**src/rtl/phase_cycle_pkg.sv**
```systemverilog
`default_nettype none
// ============================================================================
//  Module   : phase_cycle_pkg
//  Brief    : Shared types and constants for the phase-cycling scheduler.
//             Optional readback port is enabled with PHASE_CYCLE_READBACK_EN.
//  Revision : 1.0  initial release
// ============================================================================
package phase_cycle_pkg;

    typedef enum logic [2:0] {
        ST_IDLE    = 3'd0,
        ST_LOAD    = 3'd1,
        ST_ARMED   = 3'd2,
        ST_ACQ     = 3'd3,
        ST_ADVANCE = 3'd4,
        ST_DONE    = 3'd5
    } state_t;

    localparam logic [1:0] PH_0   = 2'd0;
    localparam logic [1:0] PH_90  = 2'd1;
    localparam logic [1:0] PH_180 = 2'd2;
    localparam logic [1:0] PH_270 = 2'd3;

    localparam int TX_LSB = 2;
    localparam int RX_LSB = 0;

    // Pack a (tx, rx) phase pair into a table word.
    function automatic logic [3:0] tbl_entry(input logic [1:0] tx, input logic [1:0] rx);
        return {tx, rx};
    endfunction

endpackage
`default_nettype wire

```
**src/rtl/phase_cycle_ctrl_if.sv**
```systemverilog
`default_nettype none
// ============================================================================
//  Module   : phase_cycle_if
//  Brief    : Control/status bundle between the host side and the scheduler.
//             PHASE_CYCLE_READBACK_EN adds the table readback signals.
//  Revision : 1.0  initial release
// ============================================================================
interface phase_cycle_if #(
    parameter int TBL_DEPTH = 16,
    parameter int SCAN_W    = 16
);
    localparam int AW = $clog2(TBL_DEPTH);

    logic              tbl_wr_en;
    logic [AW-1:0]     tbl_wr_addr;
    logic [3:0]        tbl_wr_data;
    logic [AW:0]       cycle_len;
    logic [SCAN_W-1:0] n_scans;
    logic              start;
    logic              abort;
    logic              scan_trig;
    logic              acq_done;
    logic [1:0]        tx_phase;
    logic [1:0]        rx_phase;
    logic              acq_en;
    logic              busy;
    logic              run_done;
    logic [SCAN_W-1:0] scan_cnt;
    logic              overrun;
`ifdef PHASE_CYCLE_READBACK_EN
    logic [AW-1:0]     tbl_rd_addr;
    logic [3:0]        tbl_rd_data;
`endif

    modport master (
`ifdef PHASE_CYCLE_READBACK_EN
        output tbl_rd_addr,
        input  tbl_rd_data,
`endif
        output tbl_wr_en, tbl_wr_addr, tbl_wr_data, cycle_len, n_scans,
        output start, abort, scan_trig, acq_done,
        input  tx_phase, rx_phase, acq_en, busy, run_done, scan_cnt, overrun
    );

    modport slave (
`ifdef PHASE_CYCLE_READBACK_EN
        input  tbl_rd_addr,
        output tbl_rd_data,
`endif
        input  tbl_wr_en, tbl_wr_addr, tbl_wr_data, cycle_len, n_scans,
        input  start, abort, scan_trig, acq_done,
        output tx_phase, rx_phase, acq_en, busy, run_done, scan_cnt, overrun
    );

endinterface
`default_nettype wire

```
**src/rtl/phase_cycle_table.sv**
```systemverilog
`default_nettype none
// ============================================================================
//  Module   : phase_cycle_table
//  Brief    : TBL_DEPTH x 4 phase table, synchronous read. The main read
//             register only loads on i_rd_en so it doubles as the phase hold
//             register. PHASE_CYCLE_READBACK_EN adds a free-running 2nd port.
//  Revision : 1.0  initial release
// ============================================================================
module phase_cycle_table #(
    parameter int TBL_DEPTH = 16,
    parameter int AW        = $clog2(TBL_DEPTH)
) (
    input  wire logic          clk,
    input  wire logic          rst,
    input  wire logic          i_wr_en,
    input  wire logic [AW-1:0] i_wr_addr,
    input  wire logic [3:0]    i_wr_data,
    input  wire logic          i_rd_en,
    input  wire logic [AW-1:0] i_rd_addr,
`ifdef PHASE_CYCLE_READBACK_EN
    input  wire logic [AW-1:0] i_rd2_addr,
    output logic [3:0]         o_rd2_data,
`endif
    output logic [3:0]         o_rd_data
);

    logic [3:0] r_mem [TBL_DEPTH];
    logic [3:0] r_rd_data;

    // Table storage; contents are deliberately not reset.
    always_ff @(posedge clk) begin
        if (i_wr_en) r_mem[i_wr_addr] <= i_wr_data;
    end

    // Scheduler read port: output holds until the next enabled read.
    always_ff @(posedge clk) begin
        if (rst)          r_rd_data <= 4'd0;
        else if (i_rd_en) r_rd_data <= r_mem[i_rd_addr];
    end

    assign o_rd_data = r_rd_data;

`ifdef PHASE_CYCLE_READBACK_EN
    logic [3:0] r_rd2_data;

    // Host readback port, one-cycle latency.
    always_ff @(posedge clk) begin
        if (rst) r_rd2_data <= 4'd0;
        else     r_rd2_data <= r_mem[i_rd2_addr];
    end

    assign o_rd2_data = r_rd2_data;
`endif

endmodule
`default_nettype wire

```
**src/rtl/phase_cycle_ctrl.sv**
```systemverilog
`default_nettype none
// ============================================================================
//  Module   : phase_cycle_ctrl
//  Brief    : Scan-by-scan phase-cycling scheduler. Steps a (tx,rx) phase
//             table once per scan, gates acquisition against scan_trig and
//             counts scans. PHASE_CYCLE_READBACK_EN adds table readback.
//  Revision : 1.0  initial release
// ============================================================================
module phase_cycle_ctrl
    import phase_cycle_pkg::*;
#(
    parameter int TBL_DEPTH = 16,
    parameter int SCAN_W    = 16
) (
    input wire logic    clk,
    input wire logic    rst,
    phase_cycle_if.slave bus
);

    localparam int AW = $clog2(TBL_DEPTH);
    localparam logic [AW:0]       c_idx_one = {{AW{1'b0}}, 1'b1};
    localparam logic [SCAN_W-1:0] c_cnt_one = {{(SCAN_W-1){1'b0}}, 1'b1};

    state_t            r_state;
    state_t            w_state_nxt;
    logic              w_start_ok;
    logic              w_overrun_set;
    logic              w_busy;
    logic [AW:0]       r_cycle_len;
    logic [SCAN_W-1:0] r_n_scans;
    logic [SCAN_W-1:0] r_scan_cnt;
    logic [AW-1:0]     r_index;
    logic              r_acq_en;
    logic              r_run_done;
    logic              r_overrun;
    logic [AW:0]       w_index_inc;
    logic [AW-1:0]     w_index_nxt;
    logic [SCAN_W-1:0] w_scan_cnt_inc;
    logic [3:0]        w_tbl_rd_data;

    assign w_busy         = (r_state != ST_IDLE) && (r_state != ST_DONE);
    assign w_index_inc    = {1'b0, r_index} + c_idx_one;
    assign w_index_nxt    = (w_index_inc == r_cycle_len) ? '0 : w_index_inc[AW-1:0];
    assign w_scan_cnt_inc = r_scan_cnt + c_cnt_one;

    // State register.
    always_ff @(posedge clk) begin
        if (rst) r_state <= ST_IDLE;
        else     r_state <= w_state_nxt;
    end

    // Next-state logic; abort overrides every transition out of a busy state.
    always_comb begin
        w_state_nxt   = r_state;
        w_start_ok    = 1'b0;
        w_overrun_set = 1'b0;
        case (r_state)
            ST_IDLE: begin
                if (bus.start && !bus.abort) begin
                    w_start_ok  = 1'b1;
                    w_state_nxt = (bus.n_scans == '0) ? ST_DONE : ST_LOAD;
                end
            end
            ST_LOAD: begin
                w_overrun_set = bus.scan_trig;
                w_state_nxt   = ST_ARMED;
            end
            ST_ARMED: begin
                if (bus.scan_trig) w_state_nxt = ST_ACQ;
            end
            ST_ACQ: begin
                w_overrun_set = bus.scan_trig;
                if (bus.acq_done) w_state_nxt = ST_ADVANCE;
            end
            ST_ADVANCE: begin
                w_overrun_set = bus.scan_trig;
                w_state_nxt   = (w_scan_cnt_inc == r_n_scans) ? ST_DONE : ST_LOAD;
            end
            ST_DONE:  w_state_nxt = ST_IDLE;
            default:  w_state_nxt = ST_IDLE;
        endcase
        if (bus.abort && w_busy) w_state_nxt = ST_IDLE;
    end

    // Run bookkeeping: latched config, table index, scan count, status flags.
    always_ff @(posedge clk) begin
        if (rst) begin
            r_cycle_len <= '0;
            r_n_scans   <= '0;
            r_scan_cnt  <= '0;
            r_index     <= '0;
            r_acq_en    <= 1'b0;
            r_run_done  <= 1'b0;
            r_overrun   <= 1'b0;
        end else begin
            r_acq_en   <= (w_state_nxt == ST_ACQ);
            r_run_done <= (r_state == ST_DONE);
            if (w_start_ok) begin
                r_cycle_len <= (bus.cycle_len == '0) ? c_idx_one : bus.cycle_len;
                r_n_scans   <= bus.n_scans;
                r_scan_cnt  <= '0;
                r_index     <= '0;
                r_overrun   <= 1'b0;
            end else begin
                if (w_overrun_set) r_overrun <= 1'b1;
                if (r_state == ST_ADVANCE) begin
                    r_scan_cnt <= w_scan_cnt_inc;
                    r_index    <= w_index_nxt;
                end
            end
        end
    end

    phase_cycle_table #(
        .TBL_DEPTH (TBL_DEPTH),
        .AW        (AW)
    ) u_table (
        .clk        (clk),
        .rst        (rst),
        .i_wr_en    (bus.tbl_wr_en && !w_busy),
        .i_wr_addr  (bus.tbl_wr_addr),
        .i_wr_data  (bus.tbl_wr_data),
        .i_rd_en    (r_state == ST_LOAD),
        .i_rd_addr  (r_index),
`ifdef PHASE_CYCLE_READBACK_EN
        .i_rd2_addr (bus.tbl_rd_addr),
        .o_rd2_data (bus.tbl_rd_data),
`endif
        .o_rd_data  (w_tbl_rd_data)
    );

    assign bus.tx_phase = w_tbl_rd_data[TX_LSB +: 2];
    assign bus.rx_phase = w_tbl_rd_data[RX_LSB +: 2];
    assign bus.acq_en   = r_acq_en;
    assign bus.busy     = w_busy;
    assign bus.run_done = r_run_done;
    assign bus.scan_cnt = r_scan_cnt;
    assign bus.overrun  = r_overrun;

endmodule
`default_nettype wire

```
**src/flat_wrapper.sv**
```systemverilog
// flat-port wrapper written by rule: the top's interface ports become plain ports
module phase_cycle_ctrl_flat import phase_cycle_pkg::*;
#(
    parameter int TBL_DEPTH = 16,
    parameter int SCAN_W    = 16
)
  (clk, rst, bus_tbl_wr_en, bus_tbl_wr_addr, bus_tbl_wr_data, bus_cycle_len, bus_n_scans, bus_start, bus_abort, bus_scan_trig, bus_acq_done, bus_tx_phase, bus_rx_phase, bus_acq_en, bus_busy, bus_run_done, bus_scan_cnt, bus_overrun);
  phase_cycle_if #(.TBL_DEPTH(TBL_DEPTH), .SCAN_W(SCAN_W)) bus_i ();
  input wire logic clk;
  input wire logic rst;
  input wire logic [$bits(bus_i.tbl_wr_en)-1:0] bus_tbl_wr_en;
  input wire logic [$bits(bus_i.tbl_wr_addr)-1:0] bus_tbl_wr_addr;
  input wire logic [$bits(bus_i.tbl_wr_data)-1:0] bus_tbl_wr_data;
  input wire logic [$bits(bus_i.cycle_len)-1:0] bus_cycle_len;
  input wire logic [$bits(bus_i.n_scans)-1:0] bus_n_scans;
  input wire logic [$bits(bus_i.start)-1:0] bus_start;
  input wire logic [$bits(bus_i.abort)-1:0] bus_abort;
  input wire logic [$bits(bus_i.scan_trig)-1:0] bus_scan_trig;
  input wire logic [$bits(bus_i.acq_done)-1:0] bus_acq_done;
  output wire logic [$bits(bus_i.tx_phase)-1:0] bus_tx_phase;
  output wire logic [$bits(bus_i.rx_phase)-1:0] bus_rx_phase;
  output wire logic [$bits(bus_i.acq_en)-1:0] bus_acq_en;
  output wire logic [$bits(bus_i.busy)-1:0] bus_busy;
  output wire logic [$bits(bus_i.run_done)-1:0] bus_run_done;
  output wire logic [$bits(bus_i.scan_cnt)-1:0] bus_scan_cnt;
  output wire logic [$bits(bus_i.overrun)-1:0] bus_overrun;
  assign bus_i.tbl_wr_en = bus_tbl_wr_en;
  assign bus_i.tbl_wr_addr = bus_tbl_wr_addr;
  assign bus_i.tbl_wr_data = bus_tbl_wr_data;
  assign bus_i.cycle_len = bus_cycle_len;
  assign bus_i.n_scans = bus_n_scans;
  assign bus_i.start = bus_start;
  assign bus_i.abort = bus_abort;
  assign bus_i.scan_trig = bus_scan_trig;
  assign bus_i.acq_done = bus_acq_done;
  assign bus_tx_phase = bus_i.tx_phase;
  assign bus_rx_phase = bus_i.rx_phase;
  assign bus_acq_en = bus_i.acq_en;
  assign bus_busy = bus_i.busy;
  assign bus_run_done = bus_i.run_done;
  assign bus_scan_cnt = bus_i.scan_cnt;
  assign bus_overrun = bus_i.overrun;
  phase_cycle_ctrl #(.TBL_DEPTH(TBL_DEPTH), .SCAN_W(SCAN_W)) u_core (.clk(clk), .rst(rst), .bus(bus_i));
endmodule
```
**config.mk**
```make
export PLATFORM = sky130hd
export DESIGN_NAME = phase_cycle_ctrl_flat
export DESIGN_NICKNAME = d
export VERILOG_FILES = /design/src/rtl/phase_cycle_pkg.sv /design/src/rtl/phase_cycle_ctrl_if.sv /design/src/rtl/phase_cycle_table.sv /design/src/rtl/phase_cycle_ctrl.sv /design/src/flat_wrapper.sv
export SDC_FILE = /design/constraint.sdc
export NUM_CORES = 1
export LEC_CHECK = 0
export CAP_MARGIN = 10
export CORE_AREA = 8 8 112 103
export DETAILED_ROUTE_END_ITERATION = 7
export DIE_AREA = 0 0 120 111
export GPL_TIMING_DRIVEN = 0
export PLACE_DENSITY = 0.78
export SYNTH_ARGS = -nofsm -noshare
export SYNTH_HDL_FRONTEND = slang
export SYNTH_SLANG_ARGS = --single-unit
```
**constraint.sdc**
```tcl
create_clock -name clk -period 2.27 [get_ports clk]
set_clock_uncertainty 0.05 [all_clocks]
set_input_delay 0.454 -clock clk [delete_from_list [all_inputs] [get_ports clk]]
set_output_delay 0.454 -clock clk [all_outputs]
set_load 0.005 [all_outputs]
```
==> results.sh <==
export IMPL_outcome="completed"
export IMPL_final_util=0.695
export IMPL_antenna_found_initial=0
export IMPL_overflow=0
export IMPL_clock_latency_ns=0.52
export IMPL_nNetsFinal=577
export IMPL_clock_path_buffers=2
export IMPL_ios=60
export IMPL_rsz0062_at_grt="false"
export IMPL_core_sq_um=9570
export IMPL_crit_start="u_core.bus.scan_cnt[0]$_SDFFE_PP0N_"
export IMPL_clockRootBuffer="clkbuf_8"
export IMPL_crit_fanout=7
export IMPL_vias_per_cell=5.97
export IMPL_postCtsHoldBufs=0
export IMPL_synth_ff_type="edfxtp_1"
export IMPL_start_kind="flip-flop"
export IMPL_crit_slowest_cell="or4_4"
export IMPL_fp_dieW_microns=120
export IMPL_power_density_nw_per_um2=764
export IMPL_min_path_type="flip-flop to flip-flop"
export IMPL_yosysTopAreaCellShare=0.365
export IMPL_dpl_hpwl_mm=9.05
export IMPL_portBuffers=59
export IMPL_ir_worst_vdd_uv=531
export IMPL_setup_viol=0
export IMPL_crit_chain="ha_4 -> nand3_2 -> or4_4 -> xnor2_1 -> o21ai_0 -> o41ai_2"
export IMPL_drtIter0Drc=289
export IMPL_cts_num_sinks=115
export IMPL_slowest_delay_ns=0.56
export IMPL_yosysSeqAreaShare=0.559
export IMPL_yosys_warnings=0
export IMPL_wl_per_cell_microns=19.7
export IMPL_num_antenna_cells=0
export IMPL_syn_avg_cell_area_sq_um=11.4
export IMPL_maxSlewViolCount=0
export IMPL_path_clk_slew_ns=0.06
export IMPL_timing_hold_ws_ns=0.424
export IMPL_via_count=4045
export IMPL_syn_inst=461
export IMPL_drv_cap=0
export IMPL_synth_commonest_cells="64 x edfxtp_1, 64 x nand2_1, 51 x dfxtp_1, 42 x nor2_1, 32 x a21oi_1"
export IMPL_tightest_slew_ns=0.730
export IMPL_worstPathArrival_ns=2.48
export IMPL_drtAntennaViolNets=0
export IMPL_synth_area_sq_um=5270
export IMPL_grt_pass1_vias=4084
export IMPL_drt_pass1_iter_count=5
export IMPL_final_cell_count_no_fill=678
export IMPL_cts_tree="done"
export IMPL_place_gp_congestion=0.888
export IMPL_cts_made_buffers=17
export IMPL_drc_errors=0
export IMPL_period_minus_slack_ns=2.14
export IMPL_grt_max_degree=17
export IMPL_hp_start="u_core.r_n_scans[14]$_SDFFE_PP0P_"
export IMPL_syn_to_final_growth_pct=26.4
export IMPL_leakagePower_nw=2.18
export IMPL_synthArstFlopShare=0
export IMPL_chipHeight_microns=111
export IMPL_timing_fmax_ghz=0.468
export IMPL_hold_violations=0
export IMPL_layout_worst_path_cycle_share=0.942
export IMPL_relSlewSlack=0.509
export IMPL_start_util=0.550
export IMPL_synth_area_top_cells="edfxtp_1 37%, dfxtp_1 19%, mux4_2 8.6%"
export IMPL_drt_total_wl_mm=13.3
export IMPL_synth_fp_nets=499
export IMPL_die_area_sq_um=13300
export IMPL_synth_distinct_cells=56
export IMPL_placed_cells=646
export IMPL_synth_edf_count=64
export IMPL_dp_slack_ns=-0.342
export IMPL_synth_top_area_cell="edfxtp_1"
export IMPL_rows=34
export IMPL_path_class="flip-flop to flip-flop"
export IMPL_endpoint_kind="flip-flop"
export IMPL_yosys_register_bits=115
export IMPL_grt_usage=0.205
export IMPL_drive_gt1_frac=0.161
export IMPL_htree_levels=4
export IMPL_required_ns=2.62
export IMPL_timing_rr_start="u_core.bus.scan_cnt[0]$_SDFFE_PP0N_"
export IMPL_grt_pass1_wl_mm=21.2
export IMPL_setup_slack_ns=0.132
-- registers in the layout, summed over array words and instances, names as in the netlist --
| name | flops |
|---|---|
| u_core.u_table.r_mem | 64 |
| u_core.bus.scan_cnt | 16 |
| u_core.r_n_scans | 16 |
| u_core.r_cycle_len | 5 |
| u_core.r_index | 4 |
| u_core.u_table.o_rd_data | 4 |
| u_core.r_state | 3 |
| u_core.bus.acq_en | 1 |
| u_core.bus.overrun | 1 |
| u_core.bus.run_done | 1 |
-- cell usage in the layout (no fill, tap or decap), drive strengths merged, types with 6 or more instances in the layout --
cell / netlist / layout
nand4: 7 / 7
nand2b: 9 / 9
nand2: 64 / 64
nor4: 11 / 11
inv: 7 / 11
clkdlybuf4s50: 0 / 58
a21oi: 32 / 32
nor2: 42 / 42
xnor2: 24 / 24
edfxtp: 64 / 64
clkbuf: 16 / 34
nand3: 15 / 15
or3b: 6 / 6
dfxtp: 51 / 51
o21ai: 11 / 11
mux4: 20 / 20
xor2: 14 / 14
buf: 10 / 10
nor3: 12 / 12
-- stage by stage --
| stage | instance area (sq um) | power [mW] | TNS (ns) |
|---|---|---|---|
| floorplan | 5270 | 2.41 | 0 |
| global placement | 6010 | 2.55 | -2.49 |
| detailed placement | 6010 | 2.56 | -2.86 |
| CTS | 6630 | 5.11 | 0 |
| global route | 6650 | 5.23 | 0 |
| finish | 6650 | 5.08 | 0 |
-- worst max-delay path, delay by kind of cell, from the launching register on --
| kind | cells | cell delay [ns] |
|---|---|---|
| flops | 1 | 0.43 |
| xor+xnor | 1 | 0.19 |
| fa+ha+maj | 1 | 0.20 |
| compound gates | 2 | 0.48 |
| simple gates | 2 | 0.67 |
-- cell type report --
type | count | area (sq um)
timing repair buffer | 59 | 589
clock buffer | 18 | 418
fill | 685 | 2920
inverter | 7 | 26.3
tap | 126 | 158
buffer | 26 | 159
sequential | 115 | 2950
multi-input combinational | 313 | 2200
clock inverter | 14 | 154
-- cell families after synthesis --
| logic type | Yosys count | synth area share |
|---|---|---|
| multiplexers | 21 | 0.0875 |
| AO/OA/AOI/OAI | 63 | 0.0732 |
| flip-flops | 115 | 0.559 |
| AND/OR/NAND/NOR | 188 | 0.179 |
| XOR/XNOR | 38 | 0.0632 |
| adder cells (fa/ha/maj) | 3 | 0.00665 |
| buffers and inverters | 33 | 0.0318 |
-- path summary, 6_finish.rpt --
check / endpoint / slack [ns] / depth (start not counted)
hold reg to reg: u_core.r_n_scans[14]$_SDFFE_PP0P_ / 0.42 / 2
setup / recovery: u_core.r_state[2]$_SDFF_PP0_ / 0.13 / 6
hold / removal: u_core.r_n_scans[14]$_SDFFE_PP0P_ / 0.42 / 2
setup reg to reg: u_core.r_state[2]$_SDFF_PP0_ / 0.13 / 6
-- where the power goes --
group / switching, mW / internal (mW) / total, mW
combinational: 0.153 / 0.119 / 0.272
sequential: 0.0233 / 2.23 / 2.26
clock: 0.982 / 1.57 / 2.55
total: 1.16 / 3.92 / 5.08
-- routing by layer --
metal | up-vias | GRT usage | share of wire
li1 | 1843 | - | -
met1 | 1950 | 0.251 | 0.40
met2 | 219 | 0.336 | 0.49
met3 | 33 | 0.0560 | 0.087
met4 | 0 | 0.0782 | 0.023
met5 | - | 0 | 0
-- repair_timing --
| item | 4_1_cts | 5_1_grt |
|---|---|---|
| endpoints found under the setup margin | 14 | 13 |
| buffers inserted | 0 | 0 |
| pin swaps | 0 | 1 |
| resized for setup | 15 | 6 |
No activity file was read; power rests on OpenSTA's default activity.
